$ cat src/rtl/bist_misr_analyzer.sv
// Output response analyser for the LFSR-based BIST chain.
// Compacts a programmed number of CUT responses into a MISR. The final
// signature is then compared with a golden value and pass/fail is reported.
//
// Handshake: resp_in is consumed on every rising edge where the FSM is in
// RUN and resp_valid=1. There is no ready signal, because the analyser
// always accepts a response in RUN. In IDLE, CHECK and DONE, responses are
// dropped.
module bist_misr_analyzer #(
  parameter int               WIDTH         = 4,
  parameter logic [WIDTH-1:0] POLY          = 4'b0100,
  parameter logic [WIDTH-1:0] SEED          = 4'b0000,
  parameter int               PATTERN_COUNT = 15,
  parameter logic [WIDTH-1:0] GOLDEN        = 4'b0000,
  parameter int               CNT_W         = 4
) (
  input  logic             clk,
  input  logic             rst,
  input  logic             start,
  input  logic             resp_valid,
  input  logic [WIDTH-1:0] resp_in,
  output logic             busy,
  output logic             done,
  output logic             pass,
  output logic             fail,
  output logic [WIDTH-1:0] signature,
  output logic [CNT_W-1:0] pat_cnt,
  output logic [1:0]       state_dbg
);

  typedef enum logic [1:0] {
    S_IDLE  = 2'd0,
    S_RUN   = 2'd1,
    S_CHECK = 2'd2,
    S_DONE  = 2'd3
  } state_t;

  state_t           state_q, state_d;
  logic [WIDTH-1:0] sig_q;
  logic [WIDTH-1:0] misr_next;
  logic [CNT_W-1:0] cnt_q;
  logic             pass_q, fail_q;
  logic             last_resp;

  assign last_resp = (cnt_q == CNT_W'(PATTERN_COUNT - 1));

  // MISR next value: shift toward bit 0, feed sig[0] back through POLY taps, fold in response
  always_comb begin
    misr_next            = '0;
    misr_next[WIDTH-1]   = sig_q[0] ^ resp_in[WIDTH-1];
    for (int i = 0; i < WIDTH - 1; i++) begin
      misr_next[i] = sig_q[i+1] ^ (POLY[i] & sig_q[0]) ^ resp_in[i];
    end
  end

  // Next-state logic
  always_comb begin
    state_d = state_q;
    case (state_q)
      S_IDLE:  if (start) state_d = S_RUN;
      S_RUN:   if (resp_valid && last_resp) state_d = S_CHECK;
      S_CHECK: state_d = S_DONE;
      S_DONE:  if (start) state_d = S_RUN;
      default: state_d = S_IDLE;
    endcase
  end

  // State register
  always_ff @(posedge clk) begin
    if (!rst) state_q <= S_IDLE;
    else      state_q <= state_d;
  end

  // Signature, pattern counter and verdict registers
  always_ff @(posedge clk) begin
    if (!rst) begin
      sig_q  <= SEED;
      cnt_q  <= '0;
      pass_q <= 1'b0;
      fail_q <= 1'b0;
    end else begin
      case (state_q)
        S_IDLE: begin
          if (start) begin
            sig_q <= SEED;
            cnt_q <= '0;
          end
        end
        S_RUN: begin
          // The last valid leaves cnt at PATTERN_COUNT; no further increments until restart
          if (resp_valid) begin
            sig_q <= misr_next;
            cnt_q <= cnt_q + 1'b1;
          end
        end
        S_CHECK: begin
          pass_q <= (sig_q == GOLDEN);
          fail_q <= (sig_q != GOLDEN);
        end
        S_DONE: begin
          if (start) begin
            sig_q  <= SEED;
            cnt_q  <= '0;
            pass_q <= 1'b0;
            fail_q <= 1'b0;
          end
        end
        default: ;
      endcase
    end
  end

  assign busy      = (state_q == S_RUN) || (state_q == S_CHECK);
  assign done      = (state_q == S_DONE);
  assign pass      = pass_q;
  assign fail      = fail_q;
  assign signature = sig_q;
  assign pat_cnt   = cnt_q;
  assign state_dbg = state_q;

endmodule

$ cat config.mk
export PLATFORM = sky130hd
export DESIGN_NAME = bist_misr_analyzer
export DESIGN_NICKNAME = d
export VERILOG_FILES = /design/src/rtl/bist_misr_analyzer.sv
export SDC_FILE = /design/constraint.sdc
export NUM_CORES = 1
export LEC_CHECK = 0
export BUFFER_PORTS_ARGS = -buffer_cell sky130_fd_sc_hd__buf_2
export CAP_MARGIN = 20
export CORE_MARGIN = 8
export CORE_UTILIZATION = 25
export DETAILED_ROUTE_END_ITERATION = 8
export GPL_ROUTABILITY_DRIVEN = 0
export PLACE_DENSITY = 0.46
export SLEW_MARGIN = 10
export SYNTH_ARGS = -nofsm -noshare
export SYNTH_HDL_FRONTEND = slang
export SYNTH_SLANG_ARGS = --single-unit
$ cat constraint.sdc
create_clock -name clk -period 2.1 [get_ports clk]
set_input_delay 0.42 -clock clk [delete_from_list [all_inputs] [get_ports clk]]
set_output_delay 0.42 -clock clk [all_outputs]
set_load 0.005 [all_outputs]
==> results of run 1 <==
-- power by group through the flow --
stage / logic, mW / registers (mW) / clock network [mW]
finish: 0.417 / 0.298 / 0.184
global route: 0.465 / 0.306 / 0.207
CTS: 0.422 / 0.298 / 0.197
detailed placement: 0.416 / 0.303 / 0
global placement: 0.409 / 0.303 / 0
floorplan: 0.294 / 0.302 / 0
-- synth_stat cells --
cell and instances:
a211o_1 1, a211oi_2 1, a21boi_0 1, a21oi_1 8, a22oi_1 1, a31oi_1 1
a41oi_2 1, and3b_2 3, buf_2 1, buf_6 2, clkbuf_1 1, dfxtp_1 12
ha_1 6, inv_1 5, mux2i_1 2, nand2_1 3, nand2b_1 2, nand4_1 4
nor2_1 2, nor2b_1 5, nor3_1 1, nor4_1 2, nor4_2 1, o21ai_0 5
o21ai_1 1, o311ai_1 1, o31ai_1 4, xnor2_1 1, xor2_1 4
-- critical path, cell delays in order (launching register included) --
cell     delay (ns)
dfxtp_1        0.42
inv_1          0.07
ha_1           0.37
inv_1          0.18
buf_2          0.15
-- flip-flops by register name, summed over array words and instances (netlist names) --
register and count:
pat_cnt 4, signature 4, state_dbg 2, fail 1, pass 1
-- cell usage in the layout, fill, tap and decap left out, types with 2 or more instances in the layout --
cell | netlist | final
nor4_1 | 2 | 2
mux2i_1 | 2 | 2
o21ai_0 | 5 | 5
nand2b_1 | 2 | 2
and3b_2 | 3 | 3
inv_1 | 5 | 5
nand2_1 | 3 | 3
xor2_1 | 4 | 4
nor2_1 | 2 | 2
dfxtp_1 | 12 | 12
nor2b_1 | 5 | 5
buf_2 | 1 | 21
ha_1 | 6 | 6
o31ai_1 | 4 | 4
a21oi_1 | 8 | 8
nand4_1 | 4 | 4
clkbuf_4 | 0 | 3
buf_4 | 0 | 2
-- final cells by class --
| cell class | instances | area, um2 |
|---|---|---|
| tap | 33 | 41.3 |
| sequential | 12 | 240 |
| multi-input combinational | 61 | 454 |
| clock buffer | 4 | 36.3 |
| fill | 326 | 2040 |
| timing repair buffer | 23 | 120 |
| inverter | 5 | 18.8 |
-- final timing paths --
path / startpoint / endpoint / slack (ns) / depth (start not counted)
hold / removal: rst / signature[2]$_SDFFE_PN0P_ / 0.43 / 3
setup reg to reg: state_dbg[0]$_SDFFE_PN0P_ / pat_cnt[3]$_SDFFE_PN0P_ / 0.41 / 6
setup / recovery: state_dbg[0]$_SDFFE_PN0P_ / busy / 0.22 / 4
hold reg to reg: fail$_SDFFE_PN0P_ / fail$_SDFFE_PN0P_ / 0.45 / 2
-- cells by family after synthesis --
group                      after synthesis  share of synthesized area, %
AOI/OAI and AO/OA                       25                          22.5
xor gates and xnor gates                 5                          5.88
adders and majority gates                6                          10.1
buffers and inverters                    9                          6.72
DFF                                     12                          32.3
and+or+nand+nor                         23                          19.8
muxes                                    2                          2.69
-- metal layers --
metal | track usage, % | vias up | share of wire, %
li1 | - | 349 | -
met1 | 10.9 | 327 | 51
met2 | 11.9 | 17 | 43
met3 | 3.39 | 2 | 5.0
met4 | 4.16 | 0 | 0.71
met5 | 0 | - | 0
==> impl_results.md, run 1 <==
* CTS Buf Count at 3
* CP required at 1.68 ns
* FP Rows at 20
* Register area share after synthesis at 32.3%
* Largest area contributor in the synthesized netlist: dfxtp_1
* Syn_area_per_cell at 9.08 um2
* Sink Count at 12
* Tot GR Track Use at 8.47%
* Routed wire per std cell at 14.2 um
* First-pass GRT wire length at 3.38 mm
* Leakage at 0.422 nW
* Worst skew pair latency at 0.27 ns
* Final critical-path required period at 1.88 ns
* Starting Density at 25.2%
* Count of maximum capacitance violations at 0
* Core box area at 2950 um2
* Slew @ Worst Pin at 0.617 ns
* Clk buf depth at 2
* Setup CP Type: reg2out
* Clk pwr share at 20.5%
* Setup TNS at 0 ns
* Largest net degree at the start of global routing at 13
* GRT overflow at 0
* Mapped Area at 744 um2
* Total power at 0.899 mW
* Switch share at 40.2%
* Final Cycle Share at 89.5%
* CP Data Arrival Time at 1.46 ns
* Root Driver: clkbuf_4
* Crit start category: flip-flop
* Port bufs at 21
* Die Ht at 70.6 um
* Status: finished, final reports clean
* Setup Viol. Count Final at 0
* # diodes at 0
* Post-route cell area at 911 um2
* Place WS at 0.425 ns
* Internal power at 0.538 mW
* Area growth syn-to-layout at 22.4%
* Synthesized Nets at 96
* DR vias at 695
* Yosys cell types at 29
* Max Fclk at 0.532 GHz
* Iter 0 DRT Violations at 26
* Placed cell areas at 875 um2
* Slew Limit Fails at 0
* Synth area leaders: dfxtp_1, ha_1, a21oi_1
* CP max FO at 7
* Number of remaining DRC errors at 0
* Top-area cell type share of the netlist area at 32.3%
* Worst VDD drop at 0.000297 V
* Number of global-route vias before repair at 688
* Synth warn at 0
* Final Util at 30.8%
* H-tree Lvls at 1
* Vias per inst at 5.04
* # IOs at 22
* Post-CTS setup buffers at 0
* Post-DRT Antenna Nets at 0
* Share of cells above drive strength 1 at 31.4%
* Fin. Hold Viols at 0
* Gate power share at 46.4%
* Number of cells after detailed placement at 134
* Relative slew slack at 58.8%
* P_sw at 0.362 mW
* Post-CTS sizing at 0
* Hold buffer count at CTS at 0
* DRT Pass-1 Iters at 4
* CTS clk-pin slew, worst paths at 0.08 ns
* PwrDens at 987 nW/um2
* Initial antenna violation count at 0
* Clk_skew at 0.00123 ns
* Full die area at 4980 um2
* PnR worst setup slack at 0.221 ns
* CTS tree: done
* RSZ-0062 raised after global routing: false
* Layout net count at 120
* Tightest Hold Check Type: in2reg
* Post-Route WL at 1.96 mm
* Fin Hold WS at 0.431 ns
* Worst Setup End Kind: primary output
* Synth Register Bits at 12
* Final std cells w/o fill at 138
* Die width at 70.6 um
* Sequential power share at 33.1%
* Synth Instances at 82
(Power assumes the default switching activity.)
==> run 2: changes to the inputs <==
--- a/config.mk
+++ b/config.mk
@@ -12,6 +12,7 @@
 export DETAILED_ROUTE_END_ITERATION = 8
 export GPL_ROUTABILITY_DRIVEN = 0
 export PLACE_DENSITY = 0.46
+export RECOVER_POWER = 25
 export SLEW_MARGIN = 10
 export SYNTH_ARGS = -nofsm -noshare
 export SYNTH_HDL_FRONTEND = slang
==> run 2 against run 1 <==
- power down 0.24%
- clock skew hardly changed
- worst hold slack about the same
- highest routed layer unchanged
==> impl_results.md, run 2 (same netlist as run 1, synthesis figures left out) <==
* Clk buf depth at 2 (unchanged)
* Crit-path leading delay family: flip-flops
* CP Cell Sequence: inv_1 > ha_1 > inv_1 > buf_2
* Total power at 0.897 mW (-0.24%)
* Final std cells w/o fill at 138 (unchanged)
* Multi-input logic area at 454 um2 (unchanged)
* Setup crit start: state_dbg[0]$_SDFFE_PN0P_
* CTS clk-pin slew, worst paths at 0.08 ns (about the same)
* FP Rows at 20 (unchanged)
* Worst skew pair latency at 0.27 ns (about the same)
* Hold depth at 3 (unchanged)
* FF-to-FF Start: state_dbg[0]$_SDFFE_PN0P_
* H-tree Lvls at 1 (unchanged)
* Number of remaining DRC errors at 0 (unchanged)
* Starting Density at 25.2% (unchanged)
* RSZ-0062 raised after global routing: false
* Depth of the worst register-to-register path at 6 (unchanged)
* Largest net degree at the start of global routing at 13 (unchanged)
* Die width at 70.6 um (unchanged)
* Tot GR Track Use at 8.47% (unchanged)
* Most common cell after layout, fill and taps aside: buf_2
* Setup TNS at 0 ns (unchanged)
* Final critical-path required period at 1.88 ns (+0.00134 ns)
* # IOs at 22 (unchanged)
* CTS tree: done
* Full die area at 4980 um2 (unchanged)
* Slowest stage cell, crit path: dfxtp_1
* Post-DRT Antenna Nets at 0 (unchanged)
* Max Fclk at 0.532 GHz (about the same)
* Setup Viol. Count Final at 0 (unchanged)
* CP Data Arrival Time at 1.46 ns (about the same)
* Crit path buf inv count at 3 (unchanged)
* Placed cell areas at 875 um2 (unchanged)
* Final Cycle Share at 89.5% (about the same)
* First-pass GRT wire length at 3.38 mm (unchanged)
* # diodes at 0 (unchanged)
* Post-CTS setup buffers at 0 (unchanged)
* Post-route cell area at 906 um2 (-0.55%)
* Share of cells above drive strength 1 at 27.6% (-3.8 points)
* Core box area at 2950 um2 (unchanged)
* Count of maximum capacitance violations at 0 (unchanged)
* Root Driver: clkbuf_4
* Port bufs at 21 (unchanged)
* Layout net count at 120 (unchanged)
* CTS Buf Count at 3 (unchanged)
* Area growth syn-to-layout at 21.7%
* Hold_sp: rst
* Clk_skew at 0.00116 ns (-0.0000743 ns)
* Hold buffer count at CTS at 0 (unchanged)
* Tightest Hold Check Type: in2reg
* Worst VDD drop at 0.000297 V (about the same)
* Status: finished, final reports clean
* Worst Setup End Kind: primary output
* DRT Pass-1 Iters at 4 (unchanged)
* Top cell by count, worst path: inv_1
* Number of global-route vias before repair at 688 (unchanged)
* Initial antenna violation count at 0 (unchanged)
* Die Ht at 70.6 um (unchanged)
* Number of cells after detailed placement at 134 (unchanged)
* Post-CTS sizing at 0 (unchanged)
* CP max FO at 7 (unchanged)
* Slew Limit Fails at 0 (unchanged)
* CP required at 1.68 ns (about the same)
* Critical path's largest stage delay at 0.42 ns (about the same)
* Iter 0 DRT Violations at 27 (+3.8%)
* Leakage at 0.405 nW (-4.1%)
* Crit start category: flip-flop
* PwrDens at 990 nW/um2 (+0.31%)
* Fin. Hold Viols at 0 (unchanged)
* WP depth at 4 (unchanged)
* Routed wire per std cell at 14.2 um (-0.25%)
* Relative slew slack at 58.7% (-0.10 points)
* Post-Route WL at 1.96 mm (-0.25%)
* Most frequent cells in the layout: buf_2, dfxtp_1, a21oi_1
* DR vias at 691 (-0.58%)
* Seq. cell area at 240 um2 (unchanged)
* GRT overflow at 0 (unchanged)
* Slew @ Worst Pin at 0.619 ns (+0.00151 ns)
* Sink Count at 12 (unchanged)
* Setup CP Type: reg2out
* Fill count at 328 (+0.61%)
* Vias per inst at 5.01 (-0.58%)
run 2: worst paths after layout:
check	slack, ns	to
setup / recovery	0.22	busy
hold / removal	0.43	signature[2]$_SDFFE_PN0P_
setup reg to reg	0.41	pat_cnt[3]$_SDFFE_PN0P_
hold reg to reg	0.46	fail$_SDFFE_PN0P_
run 2: through the flow:
step           hold slack [ns]  setup WS (ns)  utilization, %
2_1_floorplan            0.448          0.521               -
4_1_cts                  0.418          0.178            30.8
6_report                 0.431          0.220            30.7
3_5_place_dp             0.446          0.425            29.6
5_1_grt                  0.445         0.0826            30.7
3_3_place_gp             0.439          0.458            29.6
run 2: cell type report:
class / count / share of cell area (%)
sequential: 12 / 26.5
inverter: 5 / 2.07
multi-input combinational: 61 / 50.1
timing repair buffer: 23 / 12.7
clock buffer: 4 / 4.01
tap: 33 / 4.56
run 2: worst min-delay path, delay by kind of cell:
family,cells,cell delay [ns]
AOI/OAI and AO/OA,1,0.05
buffers and inverters,1,0.13
and+or+nand+nor,1,0.06
run 2: metal layers:
layer	vias to the layer above	global-route usage [%]	share of wire, %
met3	2	3.39	5.1
met1	324	10.9	51
met4	0	4.16	0.72
met2	15	11.9	43
li1	350	-	-
met5	-	0	0
run 2: report_power, final:
group	internal [mW]	switching, mW
Sequential	0.261	0.0376
Combinational	0.169	0.245
Clock	0.105	0.0790
Total	0.535	0.362
==> run 3: changes to the inputs <==
--- a/config.mk
+++ b/config.mk
@@ -8,10 +8,10 @@
 export BUFFER_PORTS_ARGS = -buffer_cell sky130_fd_sc_hd__buf_2
 export CAP_MARGIN = 20
 export CORE_MARGIN = 8
-export CORE_UTILIZATION = 25
+export CORE_UTILIZATION = 29
 export DETAILED_ROUTE_END_ITERATION = 8
 export GPL_ROUTABILITY_DRIVEN = 0
-export PLACE_DENSITY = 0.46
+export PLACE_DENSITY = 0.51
 export RECOVER_POWER = 25
 export SLEW_MARGIN = 10
 export SYNTH_ARGS = -nofsm -noshare
==> run 3 against run 2 <==
- die area is 11% lower
- combinational power is 2% lower
- sequential share of layout area is 0.073 points higher
- largest cell class unchanged
==> impl_results.md, run 3 (same netlist as run 1, synthesis figures left out) <==
* Number of remaining DRC errors at 0 (unchanged)
* Most common cell after layout, fill and taps aside: buf_2
* Critical path's largest stage delay at 0.42 ns (about the same)
* Most frequent cells in the layout: buf_2, dfxtp_1, a21oi_1
* Slew Limit Fails at 0 (unchanged)
* Worst skew pair latency at 0.27 ns (about the same)
* Port bufs at 21 (unchanged)
* R2r endpoint: pat_cnt[3]$_SDFFE_PN0P_
* Full die area at 4440 um2 (-11%)
* First-pass GRT wire length at 3.09 mm (-8.6%)
* Iter 0 DRT Violations at 12 (-56%)
* Slowest stage cell, crit path: dfxtp_1
* Relative slew slack at 64.3% (+5.6 points)
* DRT Pass-1 Iters at 4 (unchanged)
* Worst Setup End Kind: primary output
* Final critical-path required period at 1.88 ns (-0.00206 ns)
* Clk pwr share at 20.9% (+0.3 points)
* Tightest Hold Check Type: in2reg
* Max Fclk at 0.532 GHz (+0.11%)
* Sequential power share at 33.6% (+0.4 points)
* RSZ-0062 raised after global routing: false
* Sink Count at 12 (unchanged)
* Final Cycle Share at 89.4% (-0.098 points)
* H-tree Lvls at 1 (unchanged)
* Routed wire per std cell at 13.4 um (-5.8%)
* Starting Density at 30.3% (+5.1 points)
* CP max FO at 7 (unchanged)
* Die Ht at 66.7 um (-5.5%)
* CP Data Arrival Time at 1.46 ns (about the same)
* CP Cell Sequence: inv_1 > ha_1 > inv_1 > buf_2
* Status: finished, final reports clean
* Clk buf depth at 2 (unchanged)
* HPWL Detailed at 1.38 mm
* CTS tree: done
* Post-CTS sizing at 0 (unchanged)
* Layout net count at 120 (unchanged)
* Initial antenna violation count at 0 (unchanged)
* Setup TNS at 0 ns (unchanged)
* Post-Route WL at 1.80 mm (-7.9%)
* Internal power at 0.537 mW (+0.21%)
* Post-DRT Antenna Nets at 0 (unchanged)
* Share of cells above drive strength 1 at 28.6% (+0.95 points)
* Clk_skew at 0.00433 ns (+0.00317 ns)
* # diodes at 0 (unchanged)
* # IOs at 22 (unchanged)
* Area growth syn-to-layout at 21.3%
* Hold depth at 3 (unchanged)
* Worst VDD drop at 0.000337 V (+13%)
* FF-to-FF Start: state_dbg[0]$_SDFFE_PN0P_
* Depth of the worst register-to-register path at 6 (unchanged)
* Leakage at 0.409 nW (+1.1%)
* Crit path buf inv count at 3 (unchanged)
* Slew @ Worst Pin at 0.534 ns (-0.0845 ns)
* CTS Buf Count at 3 (unchanged)
* Setup Viol. Count Final at 0 (unchanged)
* WP depth at 4 (unchanged)
* Hold_sp: rst
* FP Rows at 18 (-10%)
* CTS clk-pin slew, worst paths at 0.08 ns (about the same)
* Vias per inst at 5.03 (+0.45%)
* PwrDens at 984 nW/um2 (-0.61%)
* Placed cell areas at 871 um2 (-0.43%)
* Gate power share at 45.5% (-0.7 points)
* Switch share at 39.7% (-0.66 points)
* Hold buffer count at CTS at 0 (unchanged)
* FF-to-FF setup slack at 0.39 ns (-0.02 ns)
* Post-route cell area at 903 um2 (-0.28%)
* Fin. Hold Viols at 0 (unchanged)
* Largest net degree at the start of global routing at 12 (-1)
* Crit start category: flip-flop
* Hold EP: signature[2]$_SDFFE_PN0P_
* DR vias at 679 (-1.7%)
* Crit-path leading delay family: flip-flops
* P_sw at 0.353 mW (-2.5%)
* Tot GR Track Use at 8.44% (-0.031 points)
* CP required at 1.68 ns (about the same)
* Top cell by count, worst path: inv_1
* Count of maximum capacitance violations at 0 (unchanged)
* Fin Hold WS at 0.426 ns (-0.00504 ns)
* Number of global-route vias before repair at 679 (-1.3%)
* Setup CP Type: reg2out
* Core box area at 2450 um2 (-17%)
* Root Driver: clkbuf_4
* GRT overflow at 0 (unchanged)
* Post-CTS setup buffers at 0 (unchanged)
* Total power at 0.889 mW (-0.89%)
* Die width at 66.7 um (-5.5%)
## run 3: cell types whose count changed in the layout (fill, tap and decap cells not counted)
cell and change:
buf_2 +1, clkbuf_1 -1
## run 3: how the worst max path moves through the flow
stage | start | end | slack, ns
finish | state_dbg[0]$_SDFFE_PN0P_ | busy | 0.22
floorplan | state_dbg[0]$_SDFFE_PN0P_ | pat_cnt[3]$_SDFFE_PN0P_ | 0.52
detailed placement | state_dbg[0]$_SDFFE_PN0P_ | pat_cnt[3]$_SDFFE_PN0P_ | 0.39
global placement | state_dbg[1]$_SDFFE_PN0P_ | pat_cnt[3]$_SDFFE_PN0P_ | 0.46
global route | state_dbg[0]$_SDFFE_PN0P_ | busy | 0.11
CTS | state_dbg[0]$_SDFFE_PN0P_ | busy | 0.21
## run 3: power groups by stage
stage | registers, mW | clock network [mW] | logic (mW)
after floorplan | 0.302 | 0 | 0.294
after global placement | 0.303 | 0 | 0.404
after detailed placement | 0.305 | 0 | 0.408
after CTS | 0.299 | 0.193 | 0.409
after global routing | 0.306 | 0.203 | 0.449
final | 0.298 | 0.186 | 0.405
## run 3: cell type report
type | count | area, um2
Clock buffer | 4 | 36.3
Inverter | 5 | 18.8
Tap cell | 30 | 37.5
Timing Repair Buffer | 23 | 116
Fill cell | 272 | 1550
Sequential cell | 12 | 240
Multi-Input combinational cell | 61 | 454
## run 3: layer usage
| metal | share of wire (%) | up-vias | routed length (um) | GRT usage [%] |
|---|---|---|---|---|
| met4 | 0 | 0 | 0 | 2.40 |
| met1 | 45 | 321 | 817 | 10.3 |
| met3 | 5.4 | 0 | 98 | 2.85 |
| met5 | 0 | - | 0 | 0 |
| met2 | 49 | 13 | 888 | 13.6 |
| li1 | - | 345 | - | - |
## run 3: worst reg2reg max path, cell delays in order, from the launching register on
cell,delay [ns]
dfxtp_1,0.42
inv_1,0.07
ha_1,0.36
nor2b_1,0.16
buf_4,0.16
nor4_2,0.31
a211oi_2,0.10
## run 3: through the flow
| step | cells | utilization [%] | setup WS [ns] |
|---|---|---|---|
| floorplan | 82 | - | 0.521 |
| detailed placement | 131 | 35.5 | 0.388 |
| global placement | 131 | 35.5 | 0.461 |
| finish | 135 | 36.8 | 0.222 |
| global route | 135 | 36.8 | 0.110 |
| CTS | 135 | 37.0 | 0.207 |
